--- src/rtl/sram_file_param.sv ---
// Single-port parametrised register-file SRAM with a registered read path,
// out-of-range error strobe and a self-timed bulk-clear sequencer.
module sram_file_param #(
    parameter int WIDTH  = 4,
    parameter int DEPTH  = 12,
    parameter int ADDR_W = 4
) (
    input  logic              CLK,
    input  logic              RST,
    input  logic              EN,
    input  logic              RW,
    input  logic [ADDR_W-1:0] Address,
    input  logic [WIDTH-1:0]  Din,
    input  logic              CLR,
    output logic [WIDTH-1:0]  Dout,
    output logic              Valid,
    output logic              Busy,
    output logic              Err
);

    localparam logic [ADDR_W:0]   DEPTH_EXT = (ADDR_W+1)'(DEPTH);
    localparam logic [ADDR_W-1:0] LAST_PTR  = ADDR_W'(DEPTH - 1);

    typedef enum logic {IDLE, CLEAR} state_t;

    state_t            state;
    logic [WIDTH-1:0]  mem [DEPTH];
    logic [ADDR_W-1:0] ptr;
    logic [WIDTH-1:0]  dout_p1;
    logic              vld_p1;
    logic              err_p1;
    logic              busy_p1;
    logic              in_range;

    // Unimplemented addresses are rejected outright, never folded onto real words.
    assign in_range = {1'b0, Address} < DEPTH_EXT;

    // Request stage -> registered outputs (one-cycle latency)
    always_ff @(posedge CLK) begin
        if (!RST) begin
            for (int i = 0; i < DEPTH; i++) mem[i] <= '0;
            state   <= IDLE;
            ptr     <= '0;
            dout_p1 <= '0;
            vld_p1  <= 1'b0;
            err_p1  <= 1'b0;
            busy_p1 <= 1'b0;
        end else begin
            vld_p1 <= 1'b0;
            err_p1 <= 1'b0;
            case (state)
                IDLE: begin
                    if (CLR) begin
                        err_p1  <= EN;
                        state   <= CLEAR;
                        ptr     <= '0;
                        busy_p1 <= 1'b1;
                    end else if (EN) begin
                        if (RW) begin
                            if (in_range) mem[Address] <= Din;
                            else          err_p1 <= 1'b1;
                        end else begin
                            vld_p1  <= 1'b1;
                            dout_p1 <= in_range ? mem[Address] : '0;
                            err_p1  <= !in_range;
                        end
                    end
                end
                CLEAR: begin
                    // Accesses during a clear are refused; Dout keeps its value.
                    mem[ptr] <= '0;
                    err_p1   <= EN;
                    if (ptr == LAST_PTR) begin
                        state   <= IDLE;
                        ptr     <= '0;
                        busy_p1 <= 1'b0;
                    end else begin
                        ptr <= ptr + ADDR_W'(1);
                    end
                end
                default: begin
                    state   <= IDLE;
                    ptr     <= '0;
                    busy_p1 <= 1'b0;
                end
            endcase
        end
    end

    assign Dout  = dout_p1;
    assign Valid = vld_p1;
    assign Busy  = busy_p1;
    assign Err   = err_p1;

endmodule

--- config.mk ---
export PLATFORM = sky130hd
export DESIGN_NAME = sram_file_param
export DESIGN_NICKNAME = d
export VERILOG_FILES = /design/src/rtl/sram_file_param.sv
export SDC_FILE = /design/constraint.sdc
export NUM_CORES = 1
export LEC_CHECK = 0
export CORE_MARGIN = 1.5
export CORE_UTILIZATION = 55
export CTS_CLUSTER_DIAMETER = 120
export DETAILED_ROUTE_END_ITERATION = 10
export MAX_ROUTING_LAYER = met4
export PLACE_DENSITY = 0.75
export SLEW_MARGIN = 40
export SYNTH_ARGS = -nofsm -noshare
export SYNTH_HDL_FRONTEND = slang
export SYNTH_SLANG_ARGS = --single-unit
--- constraint.sdc ---
create_clock -name CLK -period 1.9 [get_ports CLK]
set_input_delay 0.285 -clock CLK [delete_from_list [all_inputs] [get_ports CLK]]
set_output_delay 0.285 -clock CLK [all_outputs]
set_load 0.01 [all_outputs]
=== Yosys cells after proc, flatten, opt, wreduce, memory -nomap -nowiden ===
Memory sizes are Yosys's and may differ from the RTL's.
Index checks and enable logic that the tools add are counted.

* Register bits: 12
* RAM bits: 48
* Input bits: 13
* Output and inout bits: 7
* Word-level logic and storage cells: 56
* Memories: 1

* $add $sub $neg: 1
* Magnitude comparators: 1
* Equality and inequality tests: 3
* Muxes and demuxes: 33
* Bitwise operators: 5
* Reduce and logical (&&, ||, !) cells: 6

{| class="wikitable"
|+ Memories
! name !! depth !! bits a word !! read ports !! clocked after memory_dff !! write ports !! line !! text
|-
| mem || 12 || 4 || 1 || 0 || 12 || 27 || <nowiki>logic [WIDTH-1:0] mem [DEPTH];</nowiki>
|}

{| class="wikitable"
|+ Operators with widths
! kind !! count
|-
| $mux W4 || 7
|-
| $mux W1 || 22
|-
| $reduce_or A4 Y1 || 3
|-
| $pmux W4 S2 || 1
|-
| $pmux W1 S2 || 3
|-
| $not A1 Y1 || 5
|-
| $add A4 B1 Y4 const B || 1
|-
| $eq A4 B4 Y1 const B || 1
|-
| $lt A4 B4 Y1 const B || 1
|-
| $reduce_and A4 Y1 || 1
|-
| $ne A2 B1 Y1 const B || 1
|-
| $ne A2 B2 Y1 const B || 1
|-
| $reduce_and A2 Y1 || 1
|-
| $logic_not A1 Y1 || 1
|}

=== Logic depth before layout (Yosys ltp) ===
* Depth in word-level cells: 11
* Mapped depth: 6
* Depth with buffers taken out: 5

=== Least setup slack after synthesis ===
OpenSTA, ideal clock, no wires.

* Kind: register -> register
* From: register state
* To: memory mem[1][0], enable pin
* Library setup time: 308 ps
* Arrival time: 1303 ps
* Required time: 1592 ps
* Setup slack: 289 ps
* Cell stages (with the launch flop): 7
* Path buffers: 2
* Clock period less this slack: 1611 ps
* Path through: dfxtp_1 -> buf_6 -> a211oi_4 -> a41o_2 -> buf_12 -> nand3_4 -> nand2_1

{| class="wikitable"
|+ RTL lines
! what !! line !! text
|-
| start, declared || 26 || <nowiki>state_t state;</nowiki>
|-
| start signal, assigned || 42 || <nowiki>state <= IDLE;</nowiki>
|-
| start signal, assigned || 55 || <nowiki>state <= CLEAR;</nowiki>
|-
| start signal, assigned || 74 || <nowiki>state <= IDLE;</nowiki>
|-
| end, declared || 27 ||
|}

==> qor.csv <==
metric,value,unit
status,completed,
die area,5960,µm²
worst hold path type,reg2reg,
"commonest non-fill, non-tap cells in the layout","nor2_1 (51), edfxtp_1 (48), buf_4 (33), nand2_1 (19), clkdlybuf4s50_1 (19)",
count of different cell masters after synthesis,43,
Yosys reg bits,60,
num ports,20,
largest area contributor in the netlist,edfxtp_1,
share of post-route cells with drive strength above 1,30.0,%
Post-Syn Instances,231,
Area growth syn-to-layout,24.3,%
GRT Residual Overflow,0,
drc violations,0,
PD cells,778,nW/µm²
Crit path largest cell delay,0.43,ns
Hold WS,0.510,ns
die span in y,77.2,µm
area taken by multi-input logic gates,1230,µm²
Synth top area share,47.6,%
DR pass1 iterations,4,
"commonest non-fill, non-tap cell in the layout",nor2_1,
maximum root-to-sink buffer count,2,
diode count,0,
"Worst Setup Slack, final",0.118,ns
"Reg clk slew, reported paths",0.06,ns
max_cap viols,0,
final setup TNS,0,ns
Worst Setup Path Type,reg2reg,
1st-iter DRT viols,135,
Setup Skew,0.00684,ns
post-synthesis sequential area ratio,55.5,%
Core Region,5200,µm²
gpl congestion,0.804,
Post-synth EDFFs,48,
routed length per instance,16.7,µm
max-slew violations,0,
post-route insts no fill,360,
Worst EP arrival,1.82,ns
leakage,1.38,nW
initial antenna violation count,0,
cell mode on critical path,buf_4,
overall routing resource usage,22.8,%
Placement Cell Area,3570,µm²
Ys Warns,0,
Final Util,72.3,%
via/cell ratio,5.51,
f_max,0.561,GHz
"Net Count, Synth",245,
Die X,77.2,µm
total CTS buffers,9,
post-route cell area,3760,µm²
vias in the first global route,1991,
crit start category,flip-flop,
Crit path buffers/inverters,2,
final setup violating endpoints,0,
Final Routed Wirelength,6020,µm
Main synth FF type,edfxtp_1,
CP Max Fanout,16,
largest net degree at the start of global routing,17,
Tot Pwr,2.93,mW
Max-Slew Margin vs Limit,73.1,%
syn avg cell area,13.1,µm²
fraction of registers with async set/reset,0,%
# resized after CTS,0,
Initial Utilization,58.2,%
CTS H-tree depth,3,
Reg area,1680,µm²
Vias,1984,
Max VDD drop,372,µV
"Slowest-stage cell, CP",dfxtp_1,
# clock sinks,60,
Final Hold Viols,0,
CP Capture Type,flip-flop,
dpl cells,342,
fin crit share,93.8,%
FILL cells,362,
Crit path max-delay family,buffers and inverters,
"Data required, critical path",1.94,ns
Rows,26,
Final HPWL DP,4520,µm
clk root buf,clkbuf_8,
RSZ-0062 raised after global routing,false,
first-pass GRT wire length,9720,µm
Antenna Violating Nets Remaining,0,
worst slew pin tran,0.404,ns
Worst-Skew Late Latency,0.34,ns
sequence of cells on the critical path,"buf_4, nand2_4, o31ai_4, buf_4, nand3_4, nand2_1",
Tmin final,1.78,ns
port bufs,19,
CTS tree,yes,
final net count,299,
pre-CTS WS,-0.249,ns
"top cells by area, synth","edfxtp_1 (48%), mux4_2 (8.9%), dfxtp_1 (7.9%), nor2_1 (6.3%), nand3_4 (5.8%)",
Synth Cell Area,3030,µm²
-- final cells by class --
type / instances / share of cell area [%]
sequential: 60 / 44.7
multi-input combinational: 153 / 32.7
timing repair buffer: 59 / 15.4
clock buffer: 13 / 3.69
tap: 70 / 2.33
clock inverter: 3 / 0.998
inverter: 2 / 0.200
-- worst min-delay path, delay by kind of cell, from the launching register on --
family,cells,cell delay [ns]
compound gates,2,0.14
flops,1,0.33
-- cells in the mapped netlist (2+ instances only) --
| master | number |
|---|---|
| inv_1 | 2 |
| buf_2 | 4 |
| nand3_2 | 2 |
| mux2i_1 | 4 |
| mux4_2 | 12 |
| nand2_1 | 19 |
| nand2b_1 | 5 |
| nor2b_1 | 4 |
| clkbuf_1 | 7 |
| o31ai_4 | 2 |
| edfxtp_1 | 48 |
| a22oi_1 | 4 |
| nor2_1 | 51 |
| a21oi_1 | 2 |
| a211o_1 | 2 |
| o21ai_2 | 4 |
| o21ai_1 | 2 |
| nand3_4 | 10 |
| o21ai_0 | 4 |
| a21boi_0 | 2 |
| buf_6 | 3 |
| nand4b_1 | 4 |
| nand3_1 | 2 |
| dfxtp_1 | 12 |
| nor3b_1 | 2 |
-- state kept, by name, indices dropped and copies added (netlist names) --
register,flops
mem,48
Dout,4
ptr,4
Busy,1
Err,1
Valid,1
state,1
-- what timing repair did --
action / in CTS / in global routing
hold buffers: 0 / 0
setup buffers: 0 / 2
setup endpoints to repair: 0 / 4
-- layer usage --
| metal | GRT usage (%) | vias up | routed length (µm) |
|---|---|---|---|
| met1 | 27.6 | 984 | 2680 |
| met4 | 10.4 | 0 | 116 |
| met5 | - | - | 0 |
| met2 | 36.7 | 27 | 3060 |
| li1 | - | 961 | - |
| met3 | 5.12 | 12 | 164 |
-- cells by family after synthesis --
kind of cell | after synthesis | synth area share (%)
DFF | 60 | 55.5
muxes | 16 | 10.2
AOI/OAI and AO/OA | 28 | 8.35
adders and majority gates | 1 | 0.413
buffers and inverters | 18 | 3.80
and+or+nand+nor | 108 | 21.7
-- path summary, 6_finish.rpt --
| check | start | end | slack [ns] | depth (start not counted) |
|---|---|---|---|---|
| max reg2reg | state | mem[0][1] | 0.12 | 6 |
| max | state | mem[0][1] | 0.12 | 6 |
| min | Dout[2] | Dout[2] | 0.51 | 2 |
| min reg2reg | Dout[2] | Dout[2] | 0.51 | 2 |
-- power by group --
| part | total [mW] | switching, mW | internal, mW |
|---|---|---|---|
| Combinational | 0.374 | 0.194 | 0.181 |
| Clock | 1.07 | 0.469 | 0.599 |
| Sequential | 1.49 | 0.0226 | 1.46 |
No activity file was read; power rests on OpenSTA's default activity.
